$ cat src/rtl/coin_pkg.sv
// rtl/coin_pkg.sv - shared coin codes, output FSM states and event-priority helpers
package coin_pkg;

    typedef enum logic [1:0] {
        COIN_NONE = 2'b00,
        COIN_1    = 2'b01,
        COIN_2    = 2'b10,
        COIN_5    = 2'b11
    } coin_code_e;

    typedef enum logic [1:0] {
        IDLE = 2'b00,
        EMIT = 2'b01,
        GAP  = 2'b10
    } out_state_e;

    // Event vector order is {coin5, coin2, coin1}; the highest value wins.
    function automatic coin_code_e coin_prio(input logic [2:0] ev);
        coin_code_e code;
        if (ev[2])      code = COIN_5;
        else if (ev[1]) code = COIN_2;
        else if (ev[0]) code = COIN_1;
        else            code = COIN_NONE;
        return code;
    endfunction

    function automatic logic coin_multi(input logic [2:0] ev);
        return (ev[0] & ev[1]) | (ev[0] & ev[2]) | (ev[1] & ev[2]);
    endfunction

endpackage

$ cat src/rtl/coin_debounce.sv
// rtl/coin_debounce.sv - per-sensor 2-flop sync, optional debounce (COIN_ACCEPTOR_DEBOUNCE_EN), rising-edge event
module coin_debounce #(
    parameter int DEBOUNCE_CYCLES = 4
) (
    input  logic clk,
    input  logic reset,
    input  logic raw_i,
    output logic event_o
);

    logic [1:0] sync_q;
    logic [1:0] prime_q;
    logic       filt;
    logic       filt_prev_q;
    logic       armed_q;

`ifdef COIN_ACCEPTOR_DEBOUNCE_EN
    logic       filt_q, filt_d;
    logic [3:0] cnt_q, cnt_d;

    always_comb begin
        filt_d = filt_q;
        cnt_d  = '0;
        if (sync_q[1] != filt_q) begin
            if (cnt_q == 4'(DEBOUNCE_CYCLES - 1)) filt_d = sync_q[1];
            else                                  cnt_d  = cnt_q + 4'd1;
        end
    end

    always_ff @(posedge clk or negedge reset) begin
        if (!reset) begin
            filt_q <= 1'b0;
            cnt_q  <= '0;
        end else begin
            filt_q <= filt_d;
            cnt_q  <= cnt_d;
        end
    end

    assign filt = filt_q;
`else
    localparam int deb_unused = DEBOUNCE_CYCLES;
    assign filt = sync_q[1];
`endif

    // A sensor is armed only after a genuine low is seen once the synchronizer
    // holds real samples, so a coin held across reset release never fires.
    always_ff @(posedge clk or negedge reset) begin
        if (!reset) begin
            sync_q      <= '0;
            prime_q     <= '0;
            filt_prev_q <= 1'b0;
            armed_q     <= 1'b0;
        end else begin
            sync_q      <= {sync_q[0], raw_i};
            prime_q     <= {prime_q[0], 1'b1};
            filt_prev_q <= filt;
            armed_q     <= armed_q | (prime_q[1] & ~filt & ~sync_q[1]) | (filt_prev_q & ~filt);
        end
    end

    assign event_o = filt & ~filt_prev_q & armed_q;

endmodule

$ cat src/rtl/coin_acceptor.sv
// rtl/coin_acceptor.sv - coin acceptor top: sensor filtering, code FIFO, IDLE/EMIT/GAP output FSM; debounce via COIN_ACCEPTOR_DEBOUNCE_EN
module coin_acceptor
    import coin_pkg::*;
#(
    parameter int DEBOUNCE_CYCLES = 4,
    parameter int FIFO_DEPTH      = 4
) (
    input  logic       clk,
    input  logic       reset,
    input  logic       coin1_raw,
    input  logic       coin2_raw,
    input  logic       coin5_raw,
    input  logic       vend_ready,
    output logic [1:0] coin_in,
    output logic       coin_reject,
    output logic [3:0] fifo_count
);

    localparam int PW = (FIFO_DEPTH > 1) ? $clog2(FIFO_DEPTH) : 1;

    logic [2:0] raw_w;
    logic [2:0] ev;

    assign raw_w = {coin5_raw, coin2_raw, coin1_raw};

    for (genvar i = 0; i < 3; i++) begin : g_sensor
        coin_debounce #(
            .DEBOUNCE_CYCLES(DEBOUNCE_CYCLES)
        ) u_deb (
            .clk    (clk),
            .reset  (reset),
            .raw_i  (raw_w[i]),
            .event_o(ev[i])
        );
    end

    coin_code_e          fifo_mem [FIFO_DEPTH];
    logic [PW-1:0]       wr_ptr_q, rd_ptr_q;
    logic [3:0]          count_q, count_d;
    logic                reject_q;
    out_state_e          state_q;
    coin_code_e          coin_in_q;
    coin_code_e          push_code;
    logic                pop, push;

    assign push_code = coin_prio(ev);
    assign pop       = (state_q == IDLE) && (count_q != 4'd0) && vend_ready;
    // A full FIFO still accepts when the same cycle frees a slot.
    assign push      = (|ev) && ((count_q < 4'(FIFO_DEPTH)) || pop);

    always_comb begin
        count_d = count_q;
        case ({push, pop})
            2'b10:   count_d = count_q + 4'd1;
            2'b01:   count_d = count_q - 4'd1;
            default: count_d = count_q;
        endcase
    end

    always_ff @(posedge clk) begin
        if (push) fifo_mem[wr_ptr_q] <= push_code;
    end

    always_ff @(posedge clk or negedge reset) begin
        if (!reset) begin
            wr_ptr_q <= '0;
            rd_ptr_q <= '0;
            count_q  <= '0;
            reject_q <= 1'b0;
        end else begin
            if (push) wr_ptr_q <= wr_ptr_q + PW'(1);
            if (pop)  rd_ptr_q <= rd_ptr_q + PW'(1);
            count_q  <= count_d;
            reject_q <= ((|ev) && !push) || coin_multi(ev);
        end
    end

    always_ff @(posedge clk or negedge reset) begin
        if (!reset) begin
            state_q   <= IDLE;
            coin_in_q <= COIN_NONE;
        end else begin
            case (state_q)
                IDLE: begin
                    if (pop) begin
                        coin_in_q <= fifo_mem[rd_ptr_q];
                        state_q   <= EMIT;
                    end else begin
                        coin_in_q <= COIN_NONE;
                    end
                end
                EMIT: begin
                    coin_in_q <= COIN_NONE;
                    state_q   <= GAP;
                end
                GAP: begin
                    coin_in_q <= COIN_NONE;
                    state_q   <= IDLE;
                end
                default: begin
                    coin_in_q <= COIN_NONE;
                    state_q   <= IDLE;
                end
            endcase
        end
    end

    assign coin_in     = coin_in_q;
    assign coin_reject = reject_q;
    assign fifo_count  = count_q;

endmodule

$ cat config.mk
export PLATFORM = sky130hd
export DESIGN_NAME = coin_acceptor
export DESIGN_NICKNAME = d
export VERILOG_FILES = /design/src/rtl/coin_pkg.sv /design/src/rtl/coin_debounce.sv /design/src/rtl/coin_acceptor.sv
export SDC_FILE = /design/constraint.sdc
export NUM_CORES = 1
export LEC_CHECK = 0
export ABC_AREA = 1
export CORE_ASPECT_RATIO = 1.75
export CORE_MARGIN = 4
export CORE_UTILIZATION = 40
export CTS_BUF_LIST = sky130_fd_sc_hd__clkbuf_16
export DETAILED_ROUTE_END_ITERATION = 7
export GPL_TIMING_DRIVEN = 0
export SLEW_MARGIN = 20
export SYNTH_ARGS = -nofsm -noshare
export SYNTH_HDL_FRONTEND = slang
export SYNTH_HIERARCHICAL = 1
export SYNTH_SLANG_ARGS = --single-unit
$ cat constraint.sdc
create_clock -name clk -period 5.3 [get_ports clk]
set_clock_uncertainty 0.1 [all_clocks]
set_input_delay 1.325 -clock clk [delete_from_list [all_inputs] [get_ports clk]]
set_output_delay 1.325 -clock clk [all_outputs]
set_load 0.01 [all_outputs]
* Yosys cells after proc, flatten, opt, wreduce, memory -nomap -nowiden *
Memory sizes are Yosys's and may differ from the RTL's.
Index checks and enable logic that the tools add are counted.

storage, ports and cells
  register bits after elaboration = 31
  memory bits (writable) = 8
  bits of input ports = 6
  output and inout port bits = 7
  word-level logic and storage cells = 81
  memories kept = 1

cells by class
  add/sub/neg operators = 4
  magnitude comparators = 1
  equal/unequal tests = 4
  muxes and demuxes = 10
  bitwise operators = 32
  reduce and logical (&&, ||, !) cells = 11

memories
  memory    words  width  rd ports  clocked after Yosys merged registers in  write ports  line                 RTL
  fifo_mem  4      2      1         0                                        1            coin_acceptor.sv:37  coin_code_e fifo_mem [FIFO_DEPTH];

operator list
  cell                                                 count
  AND 1 bit                                            18
  2-to-1 mux 2 bit                                     5
  OR 1 bit                                             8
  case mux 4 bit (2 select lines)                      1
  NOT 1 bit                                            6
  adder 2 x 1 -> 2 bit, second input constant          2
  adder 4 x 1 -> 4 bit, second input constant          1
  equality test 2 x 1 -> 1 bit, second input constant  2
  logical AND 1 bit                                    4
  < comparator 4 x 3 -> 1 bit, second input constant   1
  case mux 2 bit (2 select lines)                      1
  nonzero test 4 bit                                   1
  subtractor 4 x 1 -> 4 bit, second input constant     1
  2-to-1 mux 1 bit                                     3
  OR reduction 3 bit                                   1
  equality test 2 bit, second input constant           1
  zero test 2 bit                                      1
  logical OR 1 bit                                     2
  != test 2 bit, second input constant                 1
  nonzero test 2 bit                                   1
  zero test 1 bit                                      1

* Logic depth before layout (Yosys ltp) *
Gate-level depths: netlist of the first run.

  word-level depth = 8
  depth in mapped cells = 16
  mapped depth without buffers = 16

* Cells and area by module *
Netlist of the first run, hierarchy kept.

by module, submodules not included
  module         instances  cells an instance  area each (um2)  seq. area each (um2)
  coin_acceptor  1          109                1,062.3          565.5
  coin_debounce  3          14                 181.4            150.1

* Worst setup path before layout of the first run *
No wires, ideal clock.

  kind = input-to-reg
  start point = input port vend_ready
  end point = register count_q[3], in the netlist fifo_count[3]
  setup time = 113 ps
  data arrival time = 2,425 ps
  required time = 5,087 ps
  path slack = 2,662 ps
  stages on the path = 13
  buffers on the path = 0
  path through = nand2_1 inv_1 nand3_4 inv_1 ha_1 a21oi_1 nand2_1 nand3_1 nand2_1 nand2_1 nand2_1 nand2_1 inv_1

between the ends
  cells in the longest elaborated chain, start to end = 5
  elaborated cells on any way between the ends = 7
  those cells by class = eq/ne: 2; mux: 1; reduce/logical: 4

RTL lines
  what                                                                   line                 RTL
  start: declaration                                                     coin_acceptor.sv:13  input logic vend_ready,
  logical AND 1 bit *                                                    coin_acceptor.sv:47  assign pop = (state_q == IDLE) && (count_q != 4'd0) && vend_ready;
  logical OR 1 bit                                                       coin_acceptor.sv:49  assign push = (|ev) && ((count_q < 4'(FIFO_DEPTH)) || pop);
  logical AND 1 bit                                                      coin_acceptor.sv:49
  equality test 2 x 1 -> 1 bit or equality test 2 bit (tied branches)    coin_acceptor.sv:53  case ({push, pop})
  case mux 4 bit (2 select lines) or nonzero test 2 bit (tied branches)  n/a
  end signal: assignment                                                 coin_acceptor.sv:73  count_q <= count_d;
  end: declaration                                                       coin_acceptor.sv:39  logic [3:0] count_q, count_d;

Every way passes the cells marked *; elsewhere a longest branch is shown, timed or not.
A chain may end at the register's enable or synchronous reset.

* Worst setup path after layout of the first run *
Ends and elaborated chain as after synthesis.

==> results.md, run 1 <==
* DR iter-0 viols at 19
* Root Driver: clkbuf_16
* Critical path buffers and inverters at 4
* Die span in x at 55.91 um
* Final std cells w/o fill at 219
* Critical Path End Type: flop
* Top Ports at 13
* Worst path top cell family by delay: buffers and inverters
* Status: completed
* Vias in the first global route at 1043
* CP Class: primary input to flop
* Critical Path Source Type: primary input
* Critical path origin: vend_ready
* Total Nets Final at 183
* Most common cell after layout, fill and taps aside: dfrtp_1
* Hold Path Origin: g_sensor[0].u_deb/sync_q[0]
* Synth top area share at 0.4829
* Final period util at 0.5572
* Final Max Tran Viols at 0
* Area of the multi-input gates at 485.5 um^2
* Diode count at 0
* Total vias in the final route at 983
* Dominant synthesized flop cell: dfrtp_1
* TritonCTS clock tree: built
* CTS Hold Buffers Added at 0
* Slew margin rel. at 0.5547
* Cell variety after synth at 20
* Post-Syn Area at 1607 um^2
* Critical-path cell list: clkdlybuf4s50_1 -> nand2_1 -> inv_1 -> nand3_4 -> inv_1 -> ha_1 -> a21oi_1 -> nand2_1 -> nand3_1 -> nand2_1 -> nand2_1 -> nand2_1 -> nand2_1 -> inv_1
* Reg2reg start: g_sensor[1].u_deb/sync_q[1]
* Syn_area_per_cell at 10.64 um^2
* Routed Antenna Nets at 0
* Leakage at 0.9591 nW
* Register area share after synthesis at 0.6324
* DR WL/cell at 10.52 um
* Top cells by area, synth: dfrtp_1 48%, edfxtp_1 15%, inv_1 6.3%
* Final GP Congestion at 0.6692
* First-pass GRT wire length at 4181 um
* Power Density at 550.2 nW/um^2
* Max FO, Critical Path at 5
* Clk Latency, worst-skew pair at 0.27 ns
* Placed cell count at 211
* Post-CTS sizing at 0
* Starting Density at 0.4155
* FP Rows at 30
* HPWL Detailed at 1793 um
* Clk sinks at 39
* Min Tclk post-route at 2.953 ns
* Slowest-stage cell, CP: clkdlybuf4s50_1
* Reg area at 1016 um^2
* Final Hold Viols at 0
* Sum of negative setup slack at 0 ns
* Net Count, Synth at 164
* Clk slew on worst S/H paths at 0.05 ns
* Synth async-reset ratio at 0.7949
* Core area at 3866 um^2
* Gr usage total at 0.1038
* Most used cell, CP: nand2_1
* Worst path max stage delay at 0.46 ns
* WL final at 2303 um
* Port bufs at 12
* Pwr Total at 1.084 mW
* RSZ-0062 raised after global routing: false
* Crit path DAT at 3.02 ns
* H-tree Lvls at 2
* DR DRC count at 0
* Flop and latch count out of synthesis at 39
* Gr ovfl total at 0
* Slew @ Worst Pin at 0.6680 ns
* Layout area overhead at 22.66%
* Largest net degree at the start of global routing at 32
* Chip Height at 91.84 um
* DIE AREA at 5134 um^2
* Layout cells sized above 1 at 0.09357
* Syn Inst Count at 151
* Bufs on Longest Clock Path at 2
* Maximum vdd ir drop at 0.2859 mV
* Setup-failing EPs final at 0
* Post-CTS setup buffers at 0
* CTS Buf Count at 5
* EDFF count, synth at 8
* MaxCap Viol Count at 0
* Max Fclk at 338.6 MHz
* Most frequent cells in the layout: 31 x dfrtp_1, 28 x inv_1, 24 x nand2_1, 21 x nor2_1, 11 x clkdlybuf4s50_1
* Crit path required time at 5.37 ns
* FILL cells at 356
* Hold Crit Class: flop to flop
* YS warnings at 6
* Synth area leader: dfrtp_1
* Via density at 4.489
* Antenna violations before repair at 0
* TritonRoute pass-1 iters at 4
flip-flops by register name (all words and copies together), names as in the netlist:
register	count
coin_in	2
coin_reject	1
fifo_count	4
fifo_mem	8
g_sensor.u_deb/armed_q	3
g_sensor.u_deb/filt_prev_q	3
g_sensor.u_deb/prime_q	6
g_sensor.u_deb/sync_q	6
rd_ptr_q	2
state_q	2
wr_ptr_q	2
per-layer routing:
metal  routed length [um]  share of wire  track usage  up-vias
met5                    0              0            0        -
met4                   33          0.014      0.04158        0
met3                   84          0.036      0.03380        4
met2                 1355           0.59       0.2065       12
met1                  830           0.36      0.09149      470
li1                     -              -            -      497
synth_stat cells, types with 2 or more instances:
cell / number
dfrtp_1: 31
inv_1: 27
nand2_1: 24
nor2_1: 21
edfxtp_1: 8
nand3_1: 7
ha_1: 6
o21ai_0: 6
a21oi_1: 4
conb_1: 3
xor2_1: 3
nand3_2: 2
nand3_4: 2
stage by stage:
stage	cell area, um^2	hold slack [ns]	worst slack (ns)	utilization
finish	1971	0.2462	2.347	0.5097
global route	1971	0.2543	2.130	0.5097
CTS	1971	0.2491	2.338	0.5097
detailed placement	1782	0.2373	2.061	0.4608
global placement	1787	0.2326	2.092	0.4621
floorplan	1607	0.2312	2.662	-
layout make-up:
| cell class | count | area share |
|---|---|---|
| multi-input combinational | 84 | 0.2463 |
| inverter | 28 | 0.05333 |
| sequential | 39 | 0.5156 |
| timing repair buffer | 12 | 0.05841 |
| tap | 48 | 0.03048 |
| clock buffer | 5 | 0.06349 |
| clock inverter | 3 | 0.03238 |
path summary, 6_finish.rpt:
check / endpoint / depth (start not counted) / slack [ns]
worst min register to register: g_sensor[0].u_deb/sync_q[1] / 0 / 0.25
worst max-delay path: fifo_count[3] / 14 / 2.35
worst min-delay path: g_sensor[0].u_deb/sync_q[1] / 0 / 0.25
worst max register to register: fifo_count[3] / 16 / 3.20
max in group asynchronous: wr_ptr_q[0] / 1 / 3.68
min in group asynchronous: coin_in[1] / 1 / 0.99
logic make-up (layout without fill, tap and decap cells):
kind of cell / after synthesis / after routing / synth area share
xor+xnor: 4 / 4 / 0.02181
buf+inv: 28 / 48 / 0.06542
fa+ha+maj: 7 / 7 / 0.05919
other cells: 3 / 3 / 0.007009
simple gates: 59 / 59 / 0.1791
flops: 39 / 39 / 0.6324
compound gates: 11 / 11 / 0.03505
where the power goes:
part,leakage [nW],switching (mW),internal (mW)
Combinational,0.431,0.168,0.127
Clock,0.0952,0.104,0.268
Sequential,0.433,0.0465,0.371
Total,0.959,0.319,0.765
(Power assumes the default switching activity.)
==> run 2, diff against run 1 <==
==> constraint.sdc (replaced) <==
create_clock -name clk -period 2.68 [get_ports clk]
set_clock_uncertainty 0.1 [all_clocks]
set_input_delay 0.67 -clock clk [delete_from_list [all_inputs] [get_ports clk]]
set_output_delay 0.67 -clock clk [all_outputs]
set_load 0.01 [all_outputs]
==> results of run 2 <==
Same layout as run 1 (identical final DEF). Status: completed.
Among the figures that moved: setup slack after placement 2.061 ns -> 0.09631 ns; setup slack after layout 2.347 ns -> 0.3817 ns; register-to-register setup slack 3.20 ns -> 0.58 ns; total power 1.084 mW -> 2.144 mW; worst IR drop on VDD 0.2859 mV -> 0.5654 mV
==> run 3, diff against run 2 <==
--- a/config.mk
+++ b/config.mk
@@ -15,5 +15,4 @@
 export SLEW_MARGIN = 20
 export SYNTH_ARGS = -nofsm -noshare
 export SYNTH_HDL_FRONTEND = slang
-export SYNTH_HIERARCHICAL = 1
 export SYNTH_SLANG_ARGS = --single-unit
==> run 3 against run 2 <==
  * Critical endpoint unchanged
  * Critical path type unchanged
  * Largest power group unchanged
  * Critical path depth is 1 higher
  * Sequential power decreased by 8.5%
  * Synthesized cell count decreased by 14%
  * Register-to-register slack better by 0.02 ns
  * Global-route usage grew 1.2 points
  * Non-clock buffer count is the same
==> results.md, run 3 <==
* Status: completed
* HPWL Detailed at 1604 um (-11%)
* Die span in x at 53.65 um (-4.0%)
* Synth async-reset ratio at 0.7714 (-0.02344)
* Hold Crit Class: flop to flop
* Synth cell count leaders: 27 x dfrtp_1, 23 x nor2_1, 20 x inv_1
* Slew margin rel. at 0.6101 (+0.05544)
* Hold endpoint: g_sensor[0].u_deb.sync_q[1]
* Final Max Tran Viols at 0 (unchanged)
* Min Tclk post-route at 2.393 ns
* Crit path DAT at 2.46 ns
* Core area at 3433 um^2 (-11%)
* Reg area at 915.9 um^2 (-9.9%)
* Final Hold Viols at 0 (unchanged)
* Leakage at 0.8318 nW (-13%)
* H-tree Lvls at 2 (unchanged)
* Hold Crit Depth at 0 (unchanged)
* Antenna violations before repair at 0 (unchanged)
* Max reg flops at 8 (unchanged)
* Clk Latency, worst-skew pair at 0.27 ns (about the same)
* Syn_area_per_cell at 11.22 um^2 (+5.5%)
* Most frequent cells in the layout: 27 x dfrtp_1, 23 x nor2_1, 21 x inv_1, 11 x clkdlybuf4s50_1, 8 x edfxtp_1
* Total vias in the final route at 888 (-9.7%)
* Root Driver: clkbuf_16
* Post-CTS setup buffers at 0 (unchanged)
* Layout area overhead at 21.10%
* Crit path required time at 2.75 ns
* Multiplexer area fraction after synthesis at 0 (unchanged)
* Post-CTS sizing at 0 (unchanged)
* Area post-placement at 1630 um^2 (-8.5%)
* Most common cell in the netlist: dfrtp_1
* Top Ports at 13 (unchanged)
* FILL cells at 326 (-8.4%)
* YS warnings at 0 (-6)
* Post-Layout Inst Area at 1767 um^2 (-10%)
* Top cells by area, synth: dfrtp_1 46%, edfxtp_1 16%, nor2_1 5.9%
* Gr usage total at 0.1156 (+0.01185)
* Reg2reg start: fifo_count[3]
* Chip Height at 87.89 um (-4.3%)
* Largest net degree at the start of global routing at 28 (-13%)
* Clk sinks at 35 (-10%)
* Diode count at 0 (unchanged)
* Max Fclk at 417.9 MHz
* CTS Buf Count at 5 (unchanged)
* RSZ-0062 raised after global routing: false
* DR WL/cell at 11.00 um (+4.6%)
* Max FO, Critical Path at 7 (+2)
* DR iter-0 viols at 8 (-11)
* Critical Path End Type: flop
* First-pass GRT wire length at 3850 um (-7.9%)
* Maximum vdd ir drop at 0.7297 mV
* Synth area leader: dfrtp_1
* DIE AREA at 4715 um^2 (-8.2%)
* TritonRoute pass-1 iters at 4 (unchanged)
* Final GP Congestion at 0.7532 (+13%)
* Largest Register: fifo_mem
* Clk slew on worst S/H paths at 0.05 ns (about the same)
* Slew @ Worst Pin at 0.5848 ns (-0.08317 ns)
* Power Density at 1018 nW/um^2
* Synth Area in Adders at 0.07204 (+0.01285)
* EDFF count, synth at 8 (unchanged)
* Compound-Gate Fraction of Synth Area at 0.06775 (+0.03271)
* TritonCTS clock tree: built
* WL final at 2145 um (-6.9%)
* Post-Synth XOR/XNOR Area at 0.02401 (+0.002207)
* CP Class: primary input to flop
* MaxCap Viol Count at 0 (unchanged)
* Total Nets Final at 162 (-11%)
* Syn Inst Count at 130 (-14%)
* Critical Path Source Type: primary input
* DR DRC count at 0 (unchanged)
* Register area share after synthesis at 0.6278 (-0.004611)
* Most common cell after layout, fill and taps aside: dfrtp_1
* Routed Antenna Nets at 0 (unchanged)
* Main combinational cell family by area after synthesis: simple AND/OR/NAND/NOR gates
* Bufs on Longest Clock Path at 2 (unchanged)
* FP Rows at 28 (-6.7%)
* Flop and latch count out of synthesis at 35 (-10%)
* Port bufs at 12 (unchanged)
* Sum of negative setup slack at 0 ns (unchanged)
* Starting Density at 0.4249 (+0.009393)
* Setup-failing EPs final at 0 (unchanged)
* Internal reg-to-reg setup slack at 0.60 ns
* Post-Syn Area at 1459 um^2 (-9.2%)
* R2R cell count at 14 (-2)
* Post-synthesis simple-gate area fraction at 0.1518 (-0.02733)
* Final period util at 0.8928
* Cell variety after synth at 21 (+5.0%)
* FF-to-FF End: fifo_count[3]
* Layout cells sized above 1 at 0.1200 (+0.02643)
* Area of the multi-input gates at 464.2 um^2 (-4.4%)
* Hold Path Origin: g_sensor[0].u_deb.sync_q[0]
* Gr ovfl total at 0 (unchanged)
* Net Count, Synth at 143 (-13%)
* Synth top area share at 0.4631 (-0.01974)
* Via density at 4.554 (+1.5%)
* Pwr Total at 1.798 mW
* Vias in the first global route at 945 (-9.4%)
* CTS Hold Buffers Added at 0 (unchanged)
* Dominant synthesized flop cell: dfrtp_1
==> run 3: cell count changes after synthesis, sizes merged, moves of 2 or more <==
cell	delta
o21bai	+4
conb	-2
inv	-7
nor2	+3
nand3	-4
dfrtp	-4
a21oi	+2
nand2	-14
==> run 3: cells by family (layout without fill, tap and decap cells) <==
family,count (synthesis),after routing
simple gates,44,44
flops,35,35
buf+inv,21,41
compound gates,17,17
fa+ha+maj,8,8
xor+xnor,4,4
other cells,1,1
==> run 3: worst max-delay path by stage <==
stage	from	cells after the start	slack, ns	end
final	vend_ready	15	0.29	fifo_count[3]
after global routing	vend_ready	15	0.13	fifo_count[3]
after CTS	vend_ready	15	0.27	fifo_count[3]
after detailed placement	vend_ready	15	-0.02	fifo_count[3]
after global placement	vend_ready	15	0.01	fifo_count[3]
after floorplan	vend_ready	14	0.57	fifo_count[3]
==> run 3: critical path, stage by stage <==
cell	delay, ns
clkdlybuf4s50_1	0.45
nand2_1	0.08
nor2_4	0.10
nand2_4	0.08
inv_2	0.10
nand2_4	0.06
inv_1	0.07
ha_1	0.26
a21oi_1	0.15
nand2_1	0.07
o21bai_1	0.17
nand2_1	0.07
nand2_1	0.04
nand2_1	0.05
inv_1	0.03
==> run 3: cell type report <==
class                           instances  area share
Multi-Input combinational cell         74      0.2627
Tap cell                               45     0.03187
Clock inverter                          3    0.006374
Inverter                               21     0.04462
Sequential cell                        35      0.5184
Clock buffer                            5     0.07082
Timing Repair Buffer                   12     0.06516
==> run 3: where the power goes <==
group          switching (mW)  total (mW)  internal, mW
sequential             0.0961       0.756         0.660
clock                   0.191       0.524         0.333
combinational           0.283       0.519         0.235
==> run 3: layer usage <==
layer,routed length [um],vias to the layer above,track usage
li1,-,441,-
met1,762,428,0.1077
met2,1224,15,0.2089
met3,121,4,0.05111
met4,36,0,0.04884
met5,0,-,0
==> run 3: stage by stage <==
| step | util | hold slack, ns | setup slack [ns] | instances |
|---|---|---|---|---|
| detailed placement | 0.4749 | 0.2378 | -0.01579 | 187 |
| finish | 0.5146 | 0.2493 | 0.2873 | 195 |
| floorplan | - | 0.2312 | 0.5669 | 130 |
| global placement | 0.4763 | 0.2351 | 0.01410 | 187 |
| CTS | 0.5146 | 0.2517 | 0.2675 | 195 |
| global route | 0.5146 | 0.2611 | 0.1279 | 195 |
